--- config.mk ---
export PLATFORM = sky130hd
export DESIGN_NAME = cmlk_frame_ctrl
export DESIGN_NICKNAME = d
export VERILOG_FILES = /design/src/rtl/cmlk_frame_ctrl.sv
export SDC_FILE = /design/constraint.sdc
export NUM_CORES = 1
export LEC_CHECK = 0
export BUFFER_PORTS_ARGS = -buffer_cell sky130_fd_sc_hd__buf_2
export CAP_MARGIN = 10
export CORE_MARGIN = 2
export CORE_UTILIZATION = 58
export DETAILED_ROUTE_END_ITERATION = 10
export PLACE_DENSITY_LB_ADDON = 0.15
export SLEW_MARGIN = 25
export SYNTH_ARGS = -nofsm -noshare
export SYNTH_HDL_FRONTEND = slang
export SYNTH_SLANG_ARGS = --single-unit
--- constraint.sdc ---
create_clock -name clk -period 11.4 [get_ports clk]
set_clock_uncertainty 0.15 [all_clocks]
set_input_delay 2.28 -clock clk [delete_from_list [all_inputs] [get_ports clk]]
set_output_delay 2.28 -clock clk [all_outputs]
set_load 0.005 [all_outputs]
--- src/rtl/cmlk_frame_ctrl.sv ---
`default_nettype none
// cmlk_frame_ctrl: frame-gated AXI-Stream pass-through with line/frame geometry checks and status counters.
// Rev 1.0
module cmlk_frame_ctrl #(
  parameter int DATA_W = 64,
  parameter int CNT_W  = 16
) (
  input  logic              clk,
  input  logic              rst_n,
  input  logic [DATA_W-1:0] s_axis_tdata,
  input  logic              s_axis_tvalid,
  output logic              s_axis_tready,
  input  logic              s_axis_tuser,
  input  logic              s_axis_tlast,
  output logic [DATA_W-1:0] m_axis_tdata,
  output logic              m_axis_tvalid,
  input  logic              m_axis_tready,
  output logic              m_axis_tuser,
  output logic              m_axis_tlast,
  input  logic              cfg_enable,
  input  logic              cfg_single,
  input  logic              cfg_arm,
  input  logic [CNT_W-1:0]  cfg_line_beats,
  input  logic [CNT_W-1:0]  cfg_frame_lines,
  input  logic              sts_clr,
  output logic              sts_busy,
  output logic [31:0]       sts_frame_cnt,
  output logic [15:0]       sts_drop_cnt,
  output logic [15:0]       sts_line_err_cnt,
  output logic              sts_line_err,
  output logic              sts_frm_err
);

  typedef enum logic [1:0] {IDLE = 2'd0, WAIT_SOF = 2'd1, PASS = 2'd2} state_t;

  state_t            state_q, state_d, after_frame;
  logic [CNT_W-1:0]  beat_q, beat_d, line_q, line_d, lb_q, lb_d, fl_q, fl_d;
  logic              flag_q, flag_d;
  logic [31:0]       frame_cnt_q;
  logic [15:0]       drop_q, lerr_q;
  logic              line_err_q, frm_err_q;

  logic              s_rdy, m_vld, in_wait, accept, frame_done, drop_ev, line_err_ev;
  logic              flag_base;
  logic [CNT_W-1:0]  beat_base, line_base, lb_eff, fl_eff, beat_next, line_next;

  assign m_axis_tdata  = s_axis_tdata;
  assign m_axis_tuser  = s_axis_tuser;
  assign m_axis_tlast  = s_axis_tlast;
  assign m_axis_tvalid = m_vld & rst_n;
  assign s_axis_tready = s_rdy;

  always_comb begin
    state_d     = state_q;
    beat_d      = beat_q;
    line_d      = line_q;
    lb_d        = lb_q;
    fl_d        = fl_q;
    flag_d      = flag_q;
    s_rdy       = 1'b1;
    m_vld       = 1'b0;
    accept      = 1'b0;
    frame_done  = 1'b0;
    drop_ev     = 1'b0;
    line_err_ev = 1'b0;
    after_frame = (cfg_single || !cfg_enable) ? IDLE : WAIT_SOF;
    // The SOF beat is checked against the live config, which becomes the shadow on acceptance.
    in_wait     = (state_q == WAIT_SOF);
    beat_base   = in_wait ? '0 : beat_q;
    line_base   = in_wait ? '0 : line_q;
    flag_base   = in_wait ? 1'b0 : flag_q;
    lb_eff      = in_wait ? cfg_line_beats : lb_q;
    fl_eff      = in_wait ? cfg_frame_lines : fl_q;
    beat_next   = beat_base + CNT_W'(1);
    line_next   = line_base + CNT_W'(1);

    case (state_q)
      IDLE: begin
        if (cfg_enable && (!cfg_single || cfg_arm)) state_d = WAIT_SOF;
      end
      WAIT_SOF: begin
        m_vld = s_axis_tvalid & s_axis_tuser;
        s_rdy = s_axis_tuser ? m_axis_tready : 1'b1;
        if (s_axis_tvalid && s_axis_tuser && m_axis_tready) begin
          accept  = 1'b1;
          lb_d    = cfg_line_beats;
          fl_d    = cfg_frame_lines;
          state_d = PASS;
        end else if (!cfg_enable) begin
          state_d = IDLE;
        end
      end
      PASS: begin
        if (s_axis_tvalid && s_axis_tuser) begin
          // A new SOF inside a frame is stalled and left for WAIT_SOF to forward.
          s_rdy = 1'b0;
          if (fl_q != '0) begin
            drop_ev = 1'b1;
            state_d = WAIT_SOF;
          end else begin
            frame_done = 1'b1;
            state_d    = after_frame;
          end
        end else begin
          m_vld  = s_axis_tvalid;
          s_rdy  = m_axis_tready;
          accept = s_axis_tvalid & m_axis_tready;
        end
      end
      default: state_d = IDLE;
    endcase

    if (accept) begin
      if (s_axis_tlast) begin
        if (lb_eff != '0 && beat_next != lb_eff && !flag_base) line_err_ev = 1'b1;
        beat_d = '0;
        line_d = line_next;
        flag_d = 1'b0;
        if (fl_eff != '0 && line_next == fl_eff) begin
          frame_done = 1'b1;
          state_d    = after_frame;
        end
      end else begin
        // Overrun is reported once, when the expected last beat arrives without tlast.
        if (lb_eff != '0 && beat_next == lb_eff && !flag_base) begin
          line_err_ev = 1'b1;
          flag_d      = 1'b1;
        end else begin
          flag_d = flag_base;
        end
        beat_d = beat_next;
        line_d = line_base;
      end
    end
  end

  always_ff @(posedge clk) begin
    if (!rst_n) begin
      state_q     <= IDLE;
      beat_q      <= '0;
      line_q      <= '0;
      lb_q        <= '0;
      fl_q        <= '0;
      flag_q      <= 1'b0;
      frame_cnt_q <= '0;
      drop_q      <= '0;
      lerr_q      <= '0;
      line_err_q  <= 1'b0;
      frm_err_q   <= 1'b0;
    end else begin
      state_q <= state_d;
      beat_q  <= beat_d;
      line_q  <= line_d;
      lb_q    <= lb_d;
      fl_q    <= fl_d;
      flag_q  <= flag_d;
      if (sts_clr) begin
        frame_cnt_q <= '0;
        drop_q      <= '0;
        lerr_q      <= '0;
        line_err_q  <= 1'b0;
        frm_err_q   <= 1'b0;
      end else begin
        if (frame_done) frame_cnt_q <= frame_cnt_q + 32'd1;
        if (drop_ev) begin
          frm_err_q <= 1'b1;
          if (drop_q != 16'hFFFF) drop_q <= drop_q + 16'd1;
        end
        if (line_err_ev) begin
          line_err_q <= 1'b1;
          if (lerr_q != 16'hFFFF) lerr_q <= lerr_q + 16'd1;
        end
      end
    end
  end

  assign sts_busy         = (state_q != IDLE);
  assign sts_frame_cnt    = frame_cnt_q;
  assign sts_drop_cnt     = drop_q;
  assign sts_line_err_cnt = lerr_q;
  assign sts_line_err     = line_err_q;
  assign sts_frm_err      = frm_err_q;

endmodule
`default_nettype wire

==> Word level (Yosys, flattened, before mapping) <==
Cells that the tools add are included.
{ "totals": {"out_inout_bits": 135, "regBits": 133, "ramBits": 0, "elab_cells": 89, "rom_bits": 0, "inputBits": 106, "latchBits": 0, "memories": 0} }
{ "classes": {"bitwise": 4, "shifts": 0, "addsub": 5, "eq_ne": 7, "n_mul": 0, "div": 0, "n_reduce_logical": 22, "magnitude_cmp": 0, "mux": 40} }
{ "ops": {"columns": ["cell", "n"], "rows": [
  ["16-bit 2-to-1 mux", 6],
  ["16-bit by 1-bit adder with 16-bit output (second input constant)", 4],
  ["16-bit nonzero test", 3],
  ["32-bit by 1-bit adder with 32-bit output (second input constant)", 1],
  ["16-bit equality test", 2],
  ["16-bit inequality test (second input constant)", 2],
  ["1-bit 2-to-1 mux", 23],
  ["16-bit inequality test", 1],
  ["2-bit 2-to-1 mux", 7],
  ["1-bit logical AND", 8],
  ["1-bit case mux with 2 select lines", 3],
  ["2-bit case mux with 3 select lines", 1],
  ["2-bit AND reduction", 3],
  ["1-bit AND", 3],
  ["1-bit logical NOT", 3],
  ["2-bit by 1-bit equality test with 1-bit output (second input constant)", 1],
  ["2-bit equality test (second input constant)", 1],
  ["2-bit logical NOT", 1],
  ["1-bit logical OR", 2],
  ["2-bit nonzero test", 1],
  ["2-bit OR reduction", 1],
  ["1-bit inverter", 1]
]} }

==> Longest topological paths before layout <==
Gate-level depths: netlist (run 1).
{ "logic_depth": {"depth_word": 10, "mapped_depth": 20, "ltp_nobuf": 12} }

==> Worst setup path before layout (run 1) <==
OpenSTA, ideal clock, no wires.
{ "synth_timing": {"path_kind": "input port to output port", "from": "in rst_n", "to": "out m_axis_tvalid", "cell_stages": 3, "setup_slack_ns": 6.283, "arrival_time_ns": 2.687, "path_cell_list": "clkbuf_1 > nand3_1 > nor2_1"} }
{ "synth_between": {"elab_chain_len": 1} }
{ "synth_rtl": {"columns": ["element", "line", "text"], "rows": [
  ["from (decl)", "9", "input logic rst_n,"],
  ["1-bit AND", "50", "assign m_axis_tvalid = m_vld & rst_n;"],
  ["to (decl)", "16", "output logic m_axis_tvalid,"]
]} }
No other way between the ends.

==> Final worst setup path (run 1) <==
Ends and elaborated chain as after synthesis.

==> impl_metrics.ini, run 1 <==
[sta]
slew_headroom_pct = 37.6
setup_viol = 0
finalCriticalPeriod_ns = 5.68
max_freq_ghz = 0.176
worst_pin_slew_ns = 0.935
grt_setup_unrepaired = no
whs_ns = 0.311
fin_tns_setup_ns = 0
min_period_over_period_pct = 49.8
fin_ws_ns = 5.72
drv_slew = 0
hold_viol_final = 0

[global_route]
grt_pass1_vias = 7255
antenna_found_initial = 0
grt_max_degree = 71
grt_use_total_pct = 27.5
grt_remaining_overflow = 0
grt_pass1_wl_mm = 36.4

[logic_synthesis]
yosys_most_used_dff = dfxtp_1
yosys_warnings = 0
ys_types = 68
async_reset_ff_share_pct = 0
synth_seq_cells = 133
netlist_area_um2 = 8630
syn_inst = 1118
yosysSeqAreaShare_pct = 30.9
avgSynthCellArea_um2 = 7.72
syn-num-nets = 1232
synth_edf_count = 0

[drt]
drc = 0
vias_per_cell = 6.05
ant_nets = 0
initialDrtViolationCount = 646
drt_pass1_iterations = 5
wirelength_mm = 21.8
num_vias = 7976
avgRoutedWirePerCell_um = 16.5

[hold_path]
hp-class = reg -> reg
whs_path_depth = 2
min-delay-start = sts_line_err
hold-path-endpoint = sts_line_err

[worst_setup_path]
rrSetupSlack_ns = 6.91
crit_type = in -> out
required_ns = 8.97
worst_setup_path_end_kind = output port
reg2reg_to = sts_line_err_cnt[1]
reg2reg_from = state_q[1]
cp.arrival_ns = 3.25
rr_worst_depth = 11
path_max_fanout = 70
worstSetupStartpointType = primary input

[pwr]
p_leak_nw = 3.37
power_mw = 1.14
power_per_cell_area_nw_per_um2 = 122
vdd_drop_max_v = 0.000107

[outcome]
status = finished, final reports clean

[clock_network]
clkTransAtPathRegs_ns = 0.06
cts.htree.levels = 4
holdBufCountCts = 0
ctsLongestPathBuffers = 2
cts_resized = 0
cts_setup_buffers = 0
cts_inserted_buffers = 17
worstSkewPairLatency_ns = 0.43
cts_tree = built
clockRootBuffer = clkbuf_16
clock_sinks = 133

[floorplan]
start_util_pct = 59.4
dieArea_um2 = 15900
io-pin-count = 241
rows = 44
core_region_area_um2 = 14500
die_w_um = 126
die_y_um = 126

[cells_and_area]
layout_commonest_cell = nand2_1
nets = 1236
diodes = 0
fin_cells = 1319
final_cell_mix = nand2_1, dfxtp_1, buf_2
n_fill_cell = 1320
drive_gt1_share_pct = 15.1
synthToLayoutAreaGrowth_pct = 8.03

[place]
dpl.cell_count = 1287
port_buffers = 112
dpl.hpwl_mm = 14.7
place.gp.congestion = 0.880
place_ws_ns = 5.72

[run]
maxCapViolations = 0
==> where the power goes <==
| part | total, mW | internal (mW) | switching, mW |
|---|---|---|---|
| logic | 0.0816 | 0.0298 | 0.0519 |
| clock network | 0.590 | 0.368 | 0.222 |
| registers | 0.469 | 0.467 | 0.00232 |
| total | 1.14 | 0.865 | 0.276 |
==> cells by family (layout without fill, tap and decap cells) <==
| kind of cell | after synthesis | in the layout | synth area share (%) |
|---|---|---|---|
| xor+xnor | 66 | 66 | 6.70 |
| flops | 133 | 133 | 30.9 |
| fa+ha+maj | 8 | 8 | 1.16 |
| compound gates | 219 | 219 | 16.2 |
| simple gates | 502 | 502 | 30.8 |
| mux | 37 | 37 | 4.31 |
| buf+inv | 153 | 170 | 10.0 |
==> Yosys cell counts (17+ instances only) <==
cell type    n  area [µm²]
a21boi_0    47         353
a21oi_1     53         265
buf_4       69         518
clkbuf_1    54         203
dfxtp_1    133        2660
mux2i_1     36         360
nand2_1    160         601
nand2b_1    17         106
nand3_1     50         250
nand4_1     32         200
nor2_1      55         206
nor2b_1     19         119
nor3_1      25         125
nor4_1      36         225
o21ai_0     60         300
o31ai_1     17         128
or3_1       22         138
or4_1       19         143
xnor2_1     32         280
xor2_1      34         298
==> worst max-delay path, stage by stage <==
cell,delay [ns]
buf_2,0.08
buf_4,0.50
nand3_1,0.14
nor2_1,0.10
buf_2,0.12
==> how the worst max path moves through the flow <==
stage	start	end	slack [ns]
final	rst_n	m_axis_tvalid	5.72
after global routing	rst_n	m_axis_tvalid	5.61
after CTS	rst_n	m_axis_tvalid	5.72
after detailed placement	rst_n	m_axis_tvalid	5.72
after global placement	rst_n	m_axis_tvalid	5.71
after floorplan	rst_n	m_axis_tvalid	6.28
==> state kept, by name (all words and copies together), names as in the netlist <==
register / count
state_q: 2
sts_drop_cnt: 16
beat_q: 16
sts_line_err_cnt: 16
sts_line_err: 1
line_q: 16
lb_q: 16
sts_frame_cnt: 32
sts_frm_err: 1
fl_q: 16
flag_q: 1
==> per-stage QoR <==
step / area (µm²) / util (%)
4_1_cts: 9320 / 64.1
5_1_grt: 9320 / 64.1
3_5_place_dp: 8690 / 59.8
3_3_place_gp: 8690 / 59.8
6_report: 9320 / 64.1
2_1_floorplan: 8630 / -
==> per-layer routing <==
metal	GRT usage (%)	up-vias	routed length, µm
li1	-	3945	-
met1	36.9	3722	9740
met2	42.9	248	9970
met3	7.14	61	1470
met4	10.3	0	592
met5	0	-	0
==> final cells by class <==
type                       instances  area, µm²  area share [%]
multi-input combinational        832       5110            54.8
sequential                       133       2660            28.6
timing repair buffer             121        628            6.74
clock buffer                      18        429            4.60
tap                              184        230            2.47
clock inverter                    14        201            2.16
inverter                          17       63.8           0.684
No activity file was read; power rests on OpenSTA's default activity.
==> run 2, diff against run 1 <==
CORE_UTILIZATION = 48   (was 58)
clock period = 5.1 ns   (was 11.4 ns; I/O delays follow)
==> run 2 against run 1 <==
Effect of this change:
- non-clock buffer count up 1
- via count down 0.78%
- total power up 130%
- global-route usage down 4.9 points
- sequential share of layout area down 0.23 points
==> impl_metrics.ini, run 2 (synthesis gave the netlist of run 1 again) <==
[outcome]
status = finished, final reports clean

[drt]
met1Wirelength_mm = 10.3
num_vias = 7914
drc = 0
initialDrtViolationCount = 521
drt_pass1_iterations = 5
vias_per_cell = 5.80
wirelength_mm = 22.2
ant_nets = 0
route.met2.wl_mm = 10.2
highest-signal-layer = met5
avgRoutedWirePerCell_um = 16.3
wl_met3_mm = 1.43

[clock_network]
clock_sinks = 133
cts_setup_buffers = 0
cts_tree = built
cts_resized = 0
holdBufCountCts = 0
clkTransAtPathRegs_ns = 0.06
clockRootBuffer = clkbuf_16
cts.htree.levels = 4
ctsLongestPathBuffers = 2
cts_inserted_buffers = 17
worstSkewPairLatency_ns = 0.43

[global_route]
grt_max_degree = 70
grt_use_total_pct = 22.7
grt_pass1_wl_mm = 36.2
grt_remaining_overflow = 0
antenna_found_initial = 2
grt_pass1_vias = 7148

[worst_setup_path]
required_ns = 5.26
crit_chain = inv_1 > ha_2 > nand4b_1 > nor4_2 > nand3_1 > a32oi_1 > nor4b_2 > and2_1 > mux2_2 > mux2i_1
crit_type = reg -> reg
worst_setup_path_end_kind = flip-flop
slowest_stage = and2_1
cpPeakStageDelay_ns = 0.84
path_max_fanout = 18
cp.arrival_ns = 4.27
worstSetupStartpointType = flip-flop

[sta]
fin_tns_setup_ns = 0
grt_setup_unrepaired = no
hold_viol_final = 0
drv_slew = 0
min_period_over_period_pct = 80.5
max_freq_ghz = 0.244
fin_ws_ns = 0.995
finalCriticalPeriod_ns = 4.11
setup_viol = 0
worst_pin_slew_ns = 0.952
slew_headroom_pct = 36.5

[floorplan]
die_w_um = 138
die_y_um = 138
io-pin-count = 241
rows = 49
core_region_area_um2 = 17800
dieArea_um2 = 19100
start_util_pct = 48.5

[hold_path]
hp-class = reg -> reg

[place]
place_ws_ns = 1.00
port_buffers = 112
place.gp.congestion = 0.866
dpl.hpwl_mm = 15.5

[cells_and_area]
largest_reg_flops = 32
drive_gt1_share_pct = 15.3
utilization_pct = 52.9
final_cell_mix = nand2_1, dfxtp_1, buf_2
diodes = 0
nets = 1237
layout_commonest_cell = nand2_1
synthToLayoutAreaGrowth_pct = 8.90

[pwr]
power_per_cell_area_nw_per_um2 = 274
p_leak_nw = 3.39
vdd_drop_max_v = 0.000246

[run]
maxCapViolations = 0
-- run 2: changes by cell type in the layout (fill, tap and decap cells not counted), sizes merged --
cell    previous run  this run
buf              121       122
inv               19        22
clkinv             6         3
-- run 2: power breakdown --
group / internal [mW] / switching (mW) / total [mW]
combinational: 0.0680 / 0.114 / 0.182
clock: 0.838 / 0.505 / 1.34
sequential: 1.04 / 0.00536 / 1.05
-- run 2: area by class of cell --
cell class                 instances  area [µm²]
inverter                          17        63.8
fill                            1763        8380
multi-input combinational        832        5110
clock buffer                      18         439
clock inverter                    14         196
sequential                       133        2660
timing repair buffer             122         636
tap                              229         287
-- run 2: final timing paths --
| check | from | end | slack [ns] | cells after the start |
|---|---|---|---|---|
| hold / removal | sts_frm_err | sts_frm_err | 0.30 | 2 |
| setup / recovery | state_q[1] | sts_line_err_cnt[1] | 0.99 | 10 |
| hold reg to reg | sts_frm_err | sts_frm_err | 0.30 | 2 |
| setup reg to reg | state_q[1] | sts_line_err_cnt[1] | 0.99 | 10 |
-- run 2: metrics by stage --
stage	total power [mW]	cell area [µm²]	hold WS [ns]	std cells
2_1_floorplan	1.24	8630	0.292	1118
3_3_place_gp	1.25	8760	0.281	1333
3_5_place_dp	1.25	8760	0.291	1333
4_1_cts	2.60	9390	0.301	1365
5_1_grt	2.67	9400	0.325	1365
6_report	2.57	9400	0.299	1365
-- run 2: metal layers --
layer  vias up  GRT usage, %
li1       3951             -
met1      3726          30.0
met2       194          36.2
met3        41          7.27
met4         2          5.16
met5         -             0
-- run 2: critical path, delay by kind of cell (launching register included) --
family / cells / cell delay (ns)
AOI/OAI and AO/OA: 1 / 0.21
muxes: 2 / 0.58
buffers and inverters: 1 / 0.08
DFF: 1 / 0.35
and+or+nand+nor: 5 / 2.35
adders and majority gates: 1 / 0.25
==> run 3, diff against run 2 <==
CORE_UTILIZATION = 53   (was 48)
clock period = 3.94 ns   (was 5.1 ns; I/O delays follow)
==> run 3 against run 2 <==
Effect of this change:
- critical path depth up 4
- via count up 1.6%
- non-clock buffer count up 11
- clock power up 13%
- sequential power up 30%
- fmax up 14%
- die area down 9.2%
- largest power group unchanged
- final cell count unchanged
- critical path type unchanged
- utilization up 6.4 points
==> impl_metrics.ini, run 3 (synthesis gave the netlist of run 1 again) <==
[cells_and_area]
layout_commonest_cell = nand2_1
n_fill_cell = 1533
utilization_pct = 59.3
nets = 1248
fin_cells = 1365
final_cell_mix = nand2_1, dfxtp_1, buf_2
seq_area_um2 = 2660
multi_input_area_um2 = 5120
drive_gt1_share_pct = 16.0
largest_reg_flops = 32
synthToLayoutAreaGrowth_pct = 9.08

[hold_path]
hp-class = reg -> reg
whs_path_depth = 2

[floorplan]
dieArea_um2 = 17300
die_y_um = 132
io-pin-count = 241
die_w_um = 132
rows = 46
core_region_area_um2 = 15900
start_util_pct = 54.3

[sta]
max_freq_ghz = 0.277
fin_tns_setup_ns = 0
fin_ws_ns = 0.326
hold_viol_final = 0
grt_setup_unrepaired = no
finalCriticalPeriod_ns = 3.61
min_period_over_period_pct = 91.7
setup_viol = 0
slew_headroom_pct = 41.6
drv_slew = 0
worst_pin_slew_ns = 0.877

[global_route]
grt_pass1_wl_mm = 37.0
grt_pass1_vias = 7327
grt_max_degree = 70
antenna_found_initial = 3
grt_remaining_overflow = 0
grt_use_total_pct = 25.6

[clock_network]
cts_tree = built
cts.htree.levels = 4
clockRootBuffer = clkbuf_16
cts_inserted_buffers = 17
clkTransAtPathRegs_ns = 0.06
worstSkewPairLatency_ns = 0.42
cts_setup_buffers = 0
clock_sinks = 133
ctsLongestPathBuffers = 2

[drt]
wirelength_mm = 22.5
drc = 0
initialDrtViolationCount = 663
drt_pass1_iterations = 5
avgRoutedWirePerCell_um = 16.5
vias_per_cell = 5.89
num_vias = 8039
ant_nets = 0

[worst_setup_path]
cp.arrival_ns = 3.80
path_buf_inv = 3
worst_setup_path_end_kind = flip-flop
crit_chain = inv_1 > ha_4 > buf_4 > nor2b_1 > ha_1 > xnor2_1 > and4_1 > o221a_2 > o2111ai_1 > nor4_4 > a22oi_2 > buf_12 > or4_1 > a21oi_1
cpPeakStageDelay_ns = 0.52
required_ns = 4.13
path_depth = 14
worstSetupStartpointType = flip-flop
crit_type = reg -> reg
path_max_fanout = 62
slowest_stage = or4_1
critPathTopFamily = simple AND/OR/NAND/NOR gates
rr_worst_depth = 14

[pwr]
p_sw_share_pct = 24.8
p_comb_share_pct = 8.0
p_int_mw = 2.35
seqPwrFrac_pct = 43.6
power_mw = 3.12
vdd_drop_max_v = 0.000298
power_per_cell_area_nw_per_um2 = 331
switching_power_mw = 0.773
p_leak_nw = 3.41
p_clk_share_pct = 48.4

[place]
dpl.cell_count = 1331
dpl.hpwl_mm = 15.5
place.gp.congestion = 0.864
place_ws_ns = 0.214
port_buffers = 112

[outcome]
status = finished, final reports clean

[run]
maxCapViolations = 0
## run 3: power by group through the flow
stage / clock network [mW] / logic, mW / registers, mW
3_5_place_dp: 0 / 0.245 / 1.39
3_3_place_gp: 0 / 0.243 / 1.39
5_1_grt: 1.59 / 0.273 / 1.36
6_report: 1.51 / 0.250 / 1.36
2_1_floorplan: 0 / 0.216 / 1.38
4_1_cts: 1.54 / 0.247 / 1.36
## run 3: worst register-to-register path, stage by stage, from the launching register on
cell and delay (ns):
dfxtp_1 0.33, inv_1 0.13, ha_4 0.28, buf_4 0.24, nor2b_1 0.07, ha_1 0.34
xnor2_1 0.16, and4_1 0.21, o221a_2 0.18, o2111ai_1 0.16, nor4_4 0.23, a22oi_2 0.12
buf_12 0.22, or4_1 0.52, a21oi_1 0.17
## run 3: stage by stage
stage	hold WS (ns)	cell area, µm²
5_1_grt	0.350	9410
4_1_cts	0.300	9400
3_5_place_dp	0.286	8830
2_1_floorplan	0.292	8640
6_report	0.294	9410
3_3_place_gp	0.289	8830
## run 3: cell type report
class                           count  share of cell area [%]
Tap cell                          216                    2.87
Sequential cell                   133                    28.3
Inverter                           17                   0.678
Clock buffer                       20                    4.85
Antenna cell                        2                  0.0532
Clock inverter                     12                    1.13
Timing Repair Buffer              133                    7.76
Multi-Input combinational cell    832                    54.4
## run 3: final timing paths
path	start	end	slack (ns)
min	sts_frm_err	sts_frm_err	0.29
min reg2reg	sts_frm_err	sts_frm_err	0.29
max	state_q[1]	sts_frame_cnt[7]	0.33
max reg2reg	state_q[1]	sts_frame_cnt[7]	0.33
## run 3: repair_timing
action | CTS | global route
hold buffers | 0 | 0
setup endpoints to repair | 0 | 11
resized for setup | 0 | 1
## run 3: layer usage
metal	vias to the layer above	share of wire (%)	global-route usage, %
met5	-	0.031	0
met4	2	1.4	8.27
met3	35	7.0	7.18
met2	263	47	40.4
met1	3774	45	33.8
li1	3965	-	-
